[src/rtl/mac_dot_controller.sv]
// Dot-product sequencer around a truncating bf16-style fused multiply-add.
// mac_mult/mac_add flush subnormals to zero and round toward zero.
module mac_mult #(
  parameter int BIT_WIDTH               = 16,
  parameter int EXP_WIDTH               = 8,
  parameter int MANT_WIDTH              = 7,
  parameter int TRUNC_MANTISSA_MBM_BITS = 6
) (
  input  logic [BIT_WIDTH-1:0] in_a,
  input  logic [BIT_WIDTH-1:0] in_b,
  output logic [BIT_WIDTH-1:0] prod,
  output logic                 exception,
  output logic                 overflow,
  output logic                 underflow
);
  localparam int PW = 2 * MANT_WIDTH + 2;
  localparam int BIAS = (1 << (EXP_WIDTH - 1)) - 1;
  localparam logic [PW-1:0] TRUNC_MASK = {PW{1'b1}} << TRUNC_MANTISSA_MBM_BITS;
  localparam logic [EXP_WIDTH-1:0] EXP_MAX = '1;

  logic                  w_sign;
  logic [EXP_WIDTH-1:0]  w_ea, w_eb;
  logic [MANT_WIDTH-1:0] w_ma, w_mb, w_mant;
  logic [PW-1:0]         w_prod;
  logic                  w_norm;
  logic [MANT_WIDTH-1:0] w_unused_lsbs;
  int                    v_exp;

  assign w_sign = in_a[BIT_WIDTH-1] ^ in_b[BIT_WIDTH-1];
  assign w_ea   = in_a[BIT_WIDTH-2 -: EXP_WIDTH];
  assign w_eb   = in_b[BIT_WIDTH-2 -: EXP_WIDTH];
  assign w_ma   = in_a[MANT_WIDTH-1:0];
  assign w_mb   = in_b[MANT_WIDTH-1:0];
  // Low product bits are dropped before normalisation to shorten the multiplier.
  assign w_prod = ({{(MANT_WIDTH+1){1'b0}}, 1'b1, w_ma} * {{(MANT_WIDTH+1){1'b0}}, 1'b1, w_mb}) & TRUNC_MASK;
  assign w_norm = w_prod[PW-1];
  assign w_mant = w_norm ? w_prod[PW-2 -: MANT_WIDTH] : w_prod[PW-3 -: MANT_WIDTH];
  assign w_unused_lsbs = w_prod[MANT_WIDTH-1:0];

  always_comb begin
    exception = 1'b0;
    overflow  = 1'b0;
    underflow = 1'b0;
    prod      = {w_sign, {(BIT_WIDTH-1){1'b0}}};
    v_exp     = int'(w_ea) + int'(w_eb) - BIAS + int'(w_norm);
    if (w_ea == EXP_MAX || w_eb == EXP_MAX) begin
      exception = 1'b1;
      prod      = {w_sign, EXP_MAX, {MANT_WIDTH{1'b0}}};
    end else if (w_ea == '0 || w_eb == '0) begin
      prod = {w_sign, {(BIT_WIDTH-1){1'b0}}};
    end else if (v_exp >= int'(EXP_MAX)) begin
      overflow = 1'b1;
      prod     = {w_sign, EXP_MAX, {MANT_WIDTH{1'b0}}};
    end else if (v_exp <= 0) begin
      underflow = 1'b1;
    end else begin
      prod = {w_sign, v_exp[EXP_WIDTH-1:0], w_mant};
    end
  end
endmodule

module mac_add #(
  parameter int BIT_WIDTH  = 16,
  parameter int EXP_WIDTH  = 8,
  parameter int MANT_WIDTH = 7
) (
  input  logic [BIT_WIDTH-1:0] in_x,
  input  logic [BIT_WIDTH-1:0] in_c,
  output logic [BIT_WIDTH-1:0] sum,
  output logic                 exception,
  output logic                 overflow,
  output logic                 underflow
);
  localparam int AW = MANT_WIDTH + 5;
  localparam logic [EXP_WIDTH-1:0] EXP_MAX = '1;

  logic                  w_sx, w_sc;
  logic [EXP_WIDTH-1:0]  w_ex, w_ec;
  logic [MANT_WIDTH-1:0] w_mx, w_mc;
  logic                  v_bs;
  logic [EXP_WIDTH-1:0]  v_be, v_se;
  logic [MANT_WIDTH-1:0] v_bm, v_smm;
  logic [AW-1:0]         v_big, v_sml, v_sum;
  int                    v_e;

  assign {w_sx, w_ex, w_mx} = in_x;
  assign {w_sc, w_ec, w_mc} = in_c;

  always_comb begin
    exception = 1'b0;
    overflow  = 1'b0;
    underflow = 1'b0;
    sum       = in_c;
    v_bs      = w_sx;
    {v_be, v_bm}  = {w_ex, w_mx};
    {v_se, v_smm} = {w_ec, w_mc};
    if ({w_ec, w_mc} > {w_ex, w_mx}) begin
      v_bs          = w_sc;
      {v_be, v_bm}  = {w_ec, w_mc};
      {v_se, v_smm} = {w_ex, w_mx};
    end
    v_big = {2'b01, v_bm, 3'b000};
    v_sml = {2'b01, v_smm, 3'b000} >> (int'(v_be) - int'(v_se));
    v_e   = int'(v_be);
    v_sum = '0;
    if (w_ex == EXP_MAX) begin
      sum = in_x;
    end else if (w_ec == EXP_MAX) begin
      exception = 1'b1;
      sum       = in_c;
    end else if (w_ex == '0 && w_ec == '0) begin
      sum = {w_sx & w_sc, {(BIT_WIDTH-1){1'b0}}};
    end else if (w_ex == '0) begin
      sum = in_c;
    end else if (w_ec == '0) begin
      sum = in_x;
    end else begin
      if (w_sx == w_sc) begin
        v_sum = v_big + v_sml;
        if (v_sum[AW-1]) begin
          v_sum = v_sum >> 1;
          v_e   = v_e + 1;
        end
      end else begin
        v_sum = v_big - v_sml;
        for (int i = 0; i < AW; i++) begin
          if (v_sum != '0 && !v_sum[AW-2]) begin
            v_sum = v_sum << 1;
            v_e   = v_e - 1;
          end
        end
      end
      if (v_sum == '0) begin
        sum = '0;
      end else if (v_e >= int'(EXP_MAX)) begin
        overflow = 1'b1;
        sum      = {v_bs, EXP_MAX, {MANT_WIDTH{1'b0}}};
      end else if (v_e <= 0) begin
        underflow = 1'b1;
        sum       = {v_bs, {(BIT_WIDTH-1){1'b0}}};
      end else begin
        sum = {v_bs, v_e[EXP_WIDTH-1:0], v_sum[AW-3 -: MANT_WIDTH]};
      end
    end
  end
endmodule

module mac_unit #(
  parameter int BIT_WIDTH               = 16,
  parameter int EXP_WIDTH               = 8,
  parameter int MANT_WIDTH              = 7,
  parameter int TRUNC_MANTISSA_MBM_BITS = 6
) (
  input  logic [BIT_WIDTH-1:0] in_a,
  input  logic [BIT_WIDTH-1:0] in_b,
  input  logic [BIT_WIDTH-1:0] in_c,
  output logic [BIT_WIDTH-1:0] mac_out,
  output logic                 exception,
  output logic                 overflow,
  output logic                 underflow
);
  logic [BIT_WIDTH-1:0] w_prod;
  logic w_m_exc, w_m_ovf, w_m_unf, w_a_exc, w_a_ovf, w_a_unf;

  mac_mult #(.BIT_WIDTH(BIT_WIDTH), .EXP_WIDTH(EXP_WIDTH), .MANT_WIDTH(MANT_WIDTH),
             .TRUNC_MANTISSA_MBM_BITS(TRUNC_MANTISSA_MBM_BITS)) u_mult (
    .in_a(in_a), .in_b(in_b), .prod(w_prod),
    .exception(w_m_exc), .overflow(w_m_ovf), .underflow(w_m_unf));

  mac_add #(.BIT_WIDTH(BIT_WIDTH), .EXP_WIDTH(EXP_WIDTH), .MANT_WIDTH(MANT_WIDTH)) u_add (
    .in_x(w_prod), .in_c(in_c), .sum(mac_out),
    .exception(w_a_exc), .overflow(w_a_ovf), .underflow(w_a_unf));

  assign exception = w_m_exc | w_a_exc;
  assign overflow  = w_m_ovf | w_a_ovf;
  assign underflow = w_m_unf | w_a_unf;
endmodule

module mac_dot_controller #(
  parameter int BIT_WIDTH               = 16,
  parameter int EXP_WIDTH               = 8,
  parameter int MANT_WIDTH              = 7,
  parameter int TRUNC_MANTISSA_MBM_BITS = 6,
  parameter int LEN_WIDTH               = 8
) (
  input  logic                 clk,
  input  logic                 rst,
  input  logic                 start,
  input  logic [LEN_WIDTH-1:0] vec_len,
  input  logic [BIT_WIDTH-1:0] acc_init,
  input  logic                 op_valid,
  output logic                 op_ready,
  input  logic [BIT_WIDTH-1:0] in_a,
  input  logic [BIT_WIDTH-1:0] in_b,
  input  logic                 abort,
  output logic                 res_valid,
  input  logic                 res_ready,
  output logic [BIT_WIDTH-1:0] result,
  output logic                 exception,
  output logic                 overflow,
  output logic                 underflow,
  output logic                 busy
);
  typedef enum logic [1:0] {S_IDLE, S_RUN, S_DONE} state_t;

  state_t               r_state;
  logic [BIT_WIDTH-1:0] r_acc;
  logic [LEN_WIDTH-1:0] r_cnt;
  logic                 r_exc, r_ovf, r_unf, r_op_ready, r_res_valid, r_busy;
  logic [BIT_WIDTH-1:0] w_mac_out;
  logic                 w_exc, w_ovf, w_unf;

  mac_unit #(.BIT_WIDTH(BIT_WIDTH), .EXP_WIDTH(EXP_WIDTH), .MANT_WIDTH(MANT_WIDTH),
             .TRUNC_MANTISSA_MBM_BITS(TRUNC_MANTISSA_MBM_BITS)) u_mac (
    .in_a(in_a), .in_b(in_b), .in_c(r_acc), .mac_out(w_mac_out),
    .exception(w_exc), .overflow(w_ovf), .underflow(w_unf));

  always_ff @(posedge clk or posedge rst) begin
    if (rst) begin
      r_state     <= S_IDLE;
      r_acc       <= '0;
      r_cnt       <= '0;
      r_exc       <= 1'b0;
      r_ovf       <= 1'b0;
      r_unf       <= 1'b0;
      r_op_ready  <= 1'b0;
      r_res_valid <= 1'b0;
      r_busy      <= 1'b0;
    end else begin
      case (r_state)
        S_IDLE: if (start) begin
          r_acc  <= acc_init;
          r_cnt  <= vec_len;
          r_exc  <= 1'b0;
          r_ovf  <= 1'b0;
          r_unf  <= 1'b0;
          r_busy <= 1'b1;
          if (vec_len != '0) begin
            r_state    <= S_RUN;
            r_op_ready <= 1'b1;
          end else begin
            r_state     <= S_DONE;
            r_res_valid <= 1'b1;
          end
        end
        S_RUN: if (abort) begin
          r_state    <= S_IDLE;
          r_op_ready <= 1'b0;
          r_busy     <= 1'b0;
        end else if (op_valid) begin
          r_acc <= w_mac_out;
          r_cnt <= r_cnt - 1'b1;
          r_exc <= r_exc | w_exc;
          r_ovf <= r_ovf | w_ovf;
          r_unf <= r_unf | w_unf;
          if (r_cnt == LEN_WIDTH'(1)) begin
            r_state     <= S_DONE;
            r_op_ready  <= 1'b0;
            r_res_valid <= 1'b1;
          end
        end
        S_DONE: if (abort || res_ready) begin
          r_state     <= S_IDLE;
          r_res_valid <= 1'b0;
          r_busy      <= 1'b0;
        end
        default: begin
          r_state     <= S_IDLE;
          r_op_ready  <= 1'b0;
          r_res_valid <= 1'b0;
          r_busy      <= 1'b0;
        end
      endcase
    end
  end

  assign op_ready  = r_op_ready;
  assign res_valid = r_res_valid;
  assign busy      = r_busy;
  assign result    = r_acc;
  assign exception = r_exc;
  assign overflow  = r_ovf;
  assign underflow = r_unf;
endmodule

[config.mk]
export PLATFORM = sky130hd
export DESIGN_NAME = mac_dot_controller
export DESIGN_NICKNAME = d
export VERILOG_FILES = /design/src/rtl/mac_dot_controller.sv
export SDC_FILE = /design/constraint.sdc
export NUM_CORES = 1
export LEC_CHECK = 0
export CAP_MARGIN = 20
export CORE_MARGIN = 1.5
export CORE_UTILIZATION = 55
export CTS_BUF_LIST = sky130_fd_sc_hd__clkbuf_4
export CTS_CLUSTER_SIZE = 14
export DETAILED_ROUTE_END_ITERATION = 6
export GPL_TIMING_DRIVEN = 0
export PLACE_DENSITY_LB_ADDON = 0.08
export SLEW_MARGIN = 15
export SYNTH_ARGS = -nofsm -noshare
export SYNTH_HDL_FRONTEND = slang
export SYNTH_SLANG_ARGS = --single-unit
[constraint.sdc]
create_clock -name clk -period 16.49 [get_ports clk]
set_input_delay 3.298 -clock clk [delete_from_list [all_inputs] [get_ports clk]]
set_output_delay 3.298 -clock clk [all_outputs]
set_load 0.01 [all_outputs]
; ---- Yosys cells after proc, flatten, opt, wreduce, memory -nomap -nowiden
; Cells that the tools add are included.
[totals]
register_bits = 32
latchBits = 0
ram_bits = 0
mem_bits_ro = 0
out_inout_bits = 22
memories = 0
[op_classes]
n_addsub = 20
mul = 1
div = 0
order_cmp = 5
n_eq_ne = 20
shifts = 1
n_mux = 254
bitwise_logic = 9
reduce_logical = 54
[ops]
columns = cell, count
row1 = $mux W32, 84
row2 = $mux W12, 84
row3 = $sub A32 B2 Y32 const B, 11
row4 = $mux W16, 9
row5 = $reduce_bool A12 Y1, 12
row6 = $mux W15, 6
row7 = $mux W1, 46
row8 = $mux W8, 5
row9 = $eq A8 B8 Y1 const B, 4
row10 = $ge A32 B9 Y1 const B, 1
row11 = $le A32 B1 Y1 const B, 1
row12 = $logic_not A8 Y1, 4
row13 = $pmux W16 S2, 1
row14 = $shr A11 B32 Y12, 1
row15 = $mux W7, 3
row16 = $mul A8 B8 Y16, 1
row17 = $ne A2 B2 Y1 const B, 8
row18 = $pmux W8 S2, 1
row19 = $gt A15 B15 Y1, 1
row20 = $logic_and A1 B1 Y1, 13
row21 = $add A11 B12 Y12, 1
row22 = $logic_not A1 Y1, 12
row23 = $logic_not A12 Y1, 1
row24 = $mux W2, 6
row25 = other kinds (33), 48

; ---- Logic depth before layout (Yosys ltp)
[logic_depth]
ltp_word = 135
depth_mapped = 104
mapped_depth_nobuf = 96

; ---- Hierarchy
; Synthesis repeated with hierarchy kept, for this count alone.
[unflattened]
cells_unflattened = 2630
hier_area_um2 = 18586.6
[modules_own_cells]
columns = mod, n_inst, cells_each, area_each_um2, seq_area_each_um2
row1 = mac_add, 1, 2047, 13772.0, 0.0
row2 = mac_mult, 1, 387, 3116.7, 0.0
row3 = mac_dot_controller, 1, 193, 1679.1, 800.8
row4 = mac_unit, 1, 3, 18.8, 0.0

; ---- Worst setup path after synthesis
; Ideal clock, no wire load.
[synth_timing]
kind = input -> register
from = input in_a[5]
to = register r_acc[7], in the netlist result[7]
arrival_time_ps = 24221
required_ps = 16364
setup_slack_ps = -7857
cell_stages = 92
n_path_buf = 6
path_cell_list = and2_1 -> fa_1 -> inv_1 -> fa_1 -> inv_1 -> fa_1 -> inv_1 -> fa_1 -> inv_1 -> ha_1 -> nor4_1 -> o21ai_0 -> and2_1 -> o311a_1 -> and2_1 -> clkbuf_1 -> inv_1 -> ha_1 -> [56 not listed] -> nor4_1 -> or4b_1 -> a211o_1 -> xor2_1 -> or4_1 -> a31oi_1 -> nand2_1 -> a2111oi_1 -> o21ai_0 -> xnor2_1 -> or4_1 -> a2111oi_0 -> nand2_1 -> nor4b_1 -> nor3b_1 -> buf_2 -> a211oi_1 -> a21oi_1
[synth_via]
elab_chain_len = 132
word_cells_on_any_way = 257
cone_classes = add/sub: 17 / mul: 1 / order compare: 5 / eq/ne: 3 / shift: 1 / mux: 190 / reduce/logical: 40
[synth_lines]
columns = element, line_no
row1 = "start, declared", 193  ; input logic [BIT_WIDTH-1:0] in_a,
row2 = $mul A8 B8 Y16 (*), 35  ; assign w_prod = ({{(MANT_WIDTH+1){1'b0}}, 1'b1, w_ma} * {{(MANT_WIDTH+1){1'b0}}, 1'b1, w_mb}) & TRUNC_MASK;
row3 = $add A10 B2 Y11, 45  ; v_exp = int'(w_ea) + int'(w_eb) - BIAS + int'(w_norm);
row4 = $le A11 B1 Y1, 54  ; end else if (v_exp <= 0) begin
row5 = $mux W15, 54
row6 = $mux W15 (*), 51  ; end else if (v_exp >= int'(EXP_MAX)) begin
row7 = $mux W15 (*), 49  ; end else if (w_ea == '0 || w_eb == '0) begin
row8 = $mux W15 (*), 46  ; if (w_ea == EXP_MAX || w_eb == EXP_MAX) begin
row9 = branches (longest 125 deep; another with $gt A15 B15 Y1), --
row10 = "end signal, assigned", 232  ; r_acc <= acc_init;
row11 = "end signal, assigned", 251  ; r_acc <= w_mac_out;
row12 = "end, declared", 207  ; logic [BIT_WIDTH-1:0] r_acc;
; Every way passes the cells marked *. The select of a mux whose other input is x is not followed.
; A chain may end at the register's enable or synchronous reset.

; ---- Worst setup path after layout
[layout_timing]
from = input in_b[2]
to = register r_acc[7], in the netlist result[7]
[layout_via]
elab_chain_len = 132
word_cells_on_any_way = 257
cone_classes = add/sub: 17 / mul: 1 / order compare: 5 / eq/ne: 3 / shift: 1 / mux: 190 / reduce/logical: 40
[layout_lines]
columns = element, line_no
row1 = "start, declared", 194  ; input logic [BIT_WIDTH-1:0] in_b,
row2 = $mul A8 B8 Y16 (*), 35
row3 = $add A10 B2 Y11, 45
row4 = $le A11 B1 Y1, 54
row5 = $mux W15, 54
row6 = $mux W15 (*), 51
row7 = $mux W15 (*), 49
row8 = $mux W15 (*), 46
row9 = branches (longest 125 deep; another with $gt A15 B15 Y1), --
; Marked as above.

==> metrics.md <==
| Metric | Value |
|---|---|
| Avg Synthesized Cell Area | 6.88 um^2 |
| Cell Area, Synth | 18800 um^2 |
| Die H | 188 um |
| Worst Path Arrival | 22.74 ns |
| Register bit total from synthesis | 32 |
| Critical path launch point | in_b[2] |
| Area occupied by registers | 801 um^2 |
| Clk Latency, worst-skew pair | 0.36 ns |
| Slowest stage cell on the critical path | fa_1 |
| Number of port buffers | 83 |
| Largest net degree at the start of global routing | 33 |
| Netlist cell types | 137 |
| Final Max Tran Viols | 0 |
| Layout cells sized above 1 | 0.266 |
| Area leader, netlist | ha_1 |
| Gr ovfl total | 0 |
| Initial antenna violation count | 0 |
| Critical path fanouts, max | 10 |
| Clk pin slew, worst setup/hold paths | 0.10 ns |
| Slew @ Worst Pin | 1.09 ns |
| Num CTS Buffers | 5 |
| GRT Total Usage | 0.395 |
| Commonest cells in the netlist | 256 x nand2_1, 253 x nor2_1, 147 x a21oi_1, 145 x xnor2_1, 136 x o21ai_0 |
| Top cells by area, synth | ha_1 6.8%, xnor2_1 6.7%, nand2_1 5.1% |
| Nets | 3240 |
| Layout Utilization | 0.745 |
| Top FF cell, synth | dfrtp_1 |
| Max Fclk | 44.4 MHz |
| Syn Nets | 2939 |
| Reg2reg start | result[10]$_DFFE_PP0P_ |
| Flop2flop setup slack | 1.69 ns |
| Detailed Routing Iterations Pass 1 | 7 |
| Multi-input logic area | 19800 um^2 |
| Most used cell along the critical path | ha_4 |
| Final setup violation count | 18 |
| Crit Path Class | in2reg |
| P&R area growth vs syn | 32.9% |
| Req. time, crit path | 16.72 ns |
| Setup Skew | 0.0227 ns |
| Clock Path Buffers | 2 |
| I/O Pins | 84 |
| Core area | 33600 um^2 |
| Detailed router's first-iteration violation count | 2957 |
| Final setup margin | -6.02 ns |
| Initial cell density of the core | 0.561 |
| Final Cell Area | 25000 um^2 |
| Clock Sinks | 32 |
| Fin crit share | 1.37 |
| Routed wire length per instance | 21.9 um |
| Max stage delay on crit path | 0.54 ns |
| Max_cap viols | 0 |
| Hpwl dp | 55.1 mm |
| Failing checks | DRC, setup timing |
| Outcome | finished, violations left |
| HP Class | reg2reg |
| DR vias/cell | 7.00 |
| Critical path destination | result[7]$_DFFE_PP0P_ |
| CTS tree | yes |
| Yosys warnings | 0 |
| Mapped Cells | 2738 |
| RSZ-0062 raised after global routing | yes |
| CP Capture Type | register |
| DR vias | 24400 |
| Core Rows | 67 |
| Vias in the first global route | 22400 |
| Fin crit period | 22.51 ns |
| Number of routed nets with antenna violations | 0 |
| # diodes | 0 |
| Share of the synthesized area in the top cell type | 0.0677 |
| Fill count | 2593 |
| Drc violations | 5 |
| Hold-fix buffers at CTS | 0 |
| Die span in x | 188 um |
| Register area share after synthesis | 0.0425 |
| Worst r2r dst | result[7]$_DFFE_PP0P_ |
| H-tree levels | 2 |
| Routed WL | 76.4 mm |
| Hold Vio Cnt, Final | 0 |
| CTS root buf | clkbuf_4 |
| Hold Slack | 0.515 ns |
| Slew margin rel. | 0.268 |
| Wire length of the first global-routing pass | 117 mm |
| Number of flops mapped to enable cells by yosys | 0 |
| R2R depth | 66 |
| Area of the die | 35400 um^2 |
| Count leader, synth | nand2_1 |
| Startpoint types | input port |
| GPL Wtd Cong | 0.972 |
| Async SR Flop Fraction | 1.00 |
| Placed Area | 20900 um^2 |
how the worst min path moves through the flow:
stage / start / to / slack, ns / cells after the start
floorplan: r_cnt[6]$_DFFE_PP0P_ / r_cnt[6]$_DFFE_PP0P_ / 0.47 / 2
global placement: res_valid$_DFFE_PP0P_ / res_valid$_DFFE_PP0P_ / 0.48 / 1
detailed placement: res_valid$_DFFE_PP0P_ / res_valid$_DFFE_PP0P_ / 0.48 / 1
CTS: res_valid$_DFFE_PP0P_ / res_valid$_DFFE_PP0P_ / 0.51 / 1
global route: res_valid$_DFFE_PP0P_ / res_valid$_DFFE_PP0P_ / 0.53 / 1
finish: res_valid$_DFFE_PP0P_ / res_valid$_DFFE_PP0P_ / 0.52 / 1
sequential cells by signal, indices dropped and copies added (netlist names):
name       count
busy           1
exception      1
op_ready       1
overflow       1
r_cnt          8
r_state        2
res_valid      1
result        16
underflow      1
placed cells by master (no fill, tap or decap), types with 45 or more instances in the layout:
cell	synthesis	final
nand4_1	58	58
ha_1	102	72
and3_1	53	47
nor2_1	253	232
a31oi_1	61	45
nor3_1	106	80
and2_1	88	71
buf_4	7	220
clkdlybuf4s50_1	0	70
a21oi_1	147	132
o211ai_1	52	52
inv_1	126	108
nand2_1	256	237
o21ai_0	136	115
nand3_1	111	96
xnor2_1	145	118
stage by stage:
stage          std cells  TNS [ns]  worst slack [ns]
2_1_floorplan       2738    -91.43             -5.46
3_3_place_gp        3269   -164.31             -9.54
3_5_place_dp        3269   -167.20             -9.71
4_1_cts             3423    -98.44             -5.81
5_1_grt             3488   -110.86             -6.52
6_report            3488   -102.24             -6.02
cell type report:
type	count	share of cell area
timing repair buffer	319	0.109
sequential	32	0.0320
clock buffer	7	0.00210
clock inverter	1	0.000150
inverter	132	0.0206
multi-input combinational	2465	0.793
buffer	84	0.0215
tap	448	0.0224
worst max-delay path, delay by kind of cell:
kind | cells | cell delay, ns
AOI/OAI and AO/OA | 26 | 5.51
buffers and inverters | 17 | 1.84
adders and majority gates | 16 | 4.76
muxes | 3 | 0.87
and+or+nand+nor | 28 | 6.27
xor gates and xnor gates | 1 | 0.14
kinds of logic (layout without fill, tap and decap cells):
| logic type | Yosys count | after routing | synth area share |
|---|---|---|---|
| fa+ha+maj | 139 | 139 | 0.107 |
| mux | 45 | 45 | 0.0252 |
| compound gates | 824 | 824 | 0.318 |
| simple gates | 1252 | 1252 | 0.354 |
| buf+inv | 241 | 543 | 0.0511 |
| flops | 32 | 32 | 0.0425 |
| xor+xnor | 205 | 205 | 0.102 |
routing by layer:
metal / up-vias / track usage / share of wire
li1: 11000 / - / -
met1: 11700 / 0.533 / 0.41
met2: 1506 / 0.642 / 0.45
met3: 300 / 0.0470 / 0.092
met4: 0 / 0.154 / 0.048
met5: - / 0 / 0
timing repair:
item | CTS | global route
gates cloned | 1 | 1
pin swaps | 152 | 146
setup endpoints to repair | 18 | 18
resized for setup | 340 | 234
buffers inserted | 167 | 70
Power is left out: the tool's default activity adds up to more than one toggle a clock period on the data nets, which glitch-free logic cannot reach.
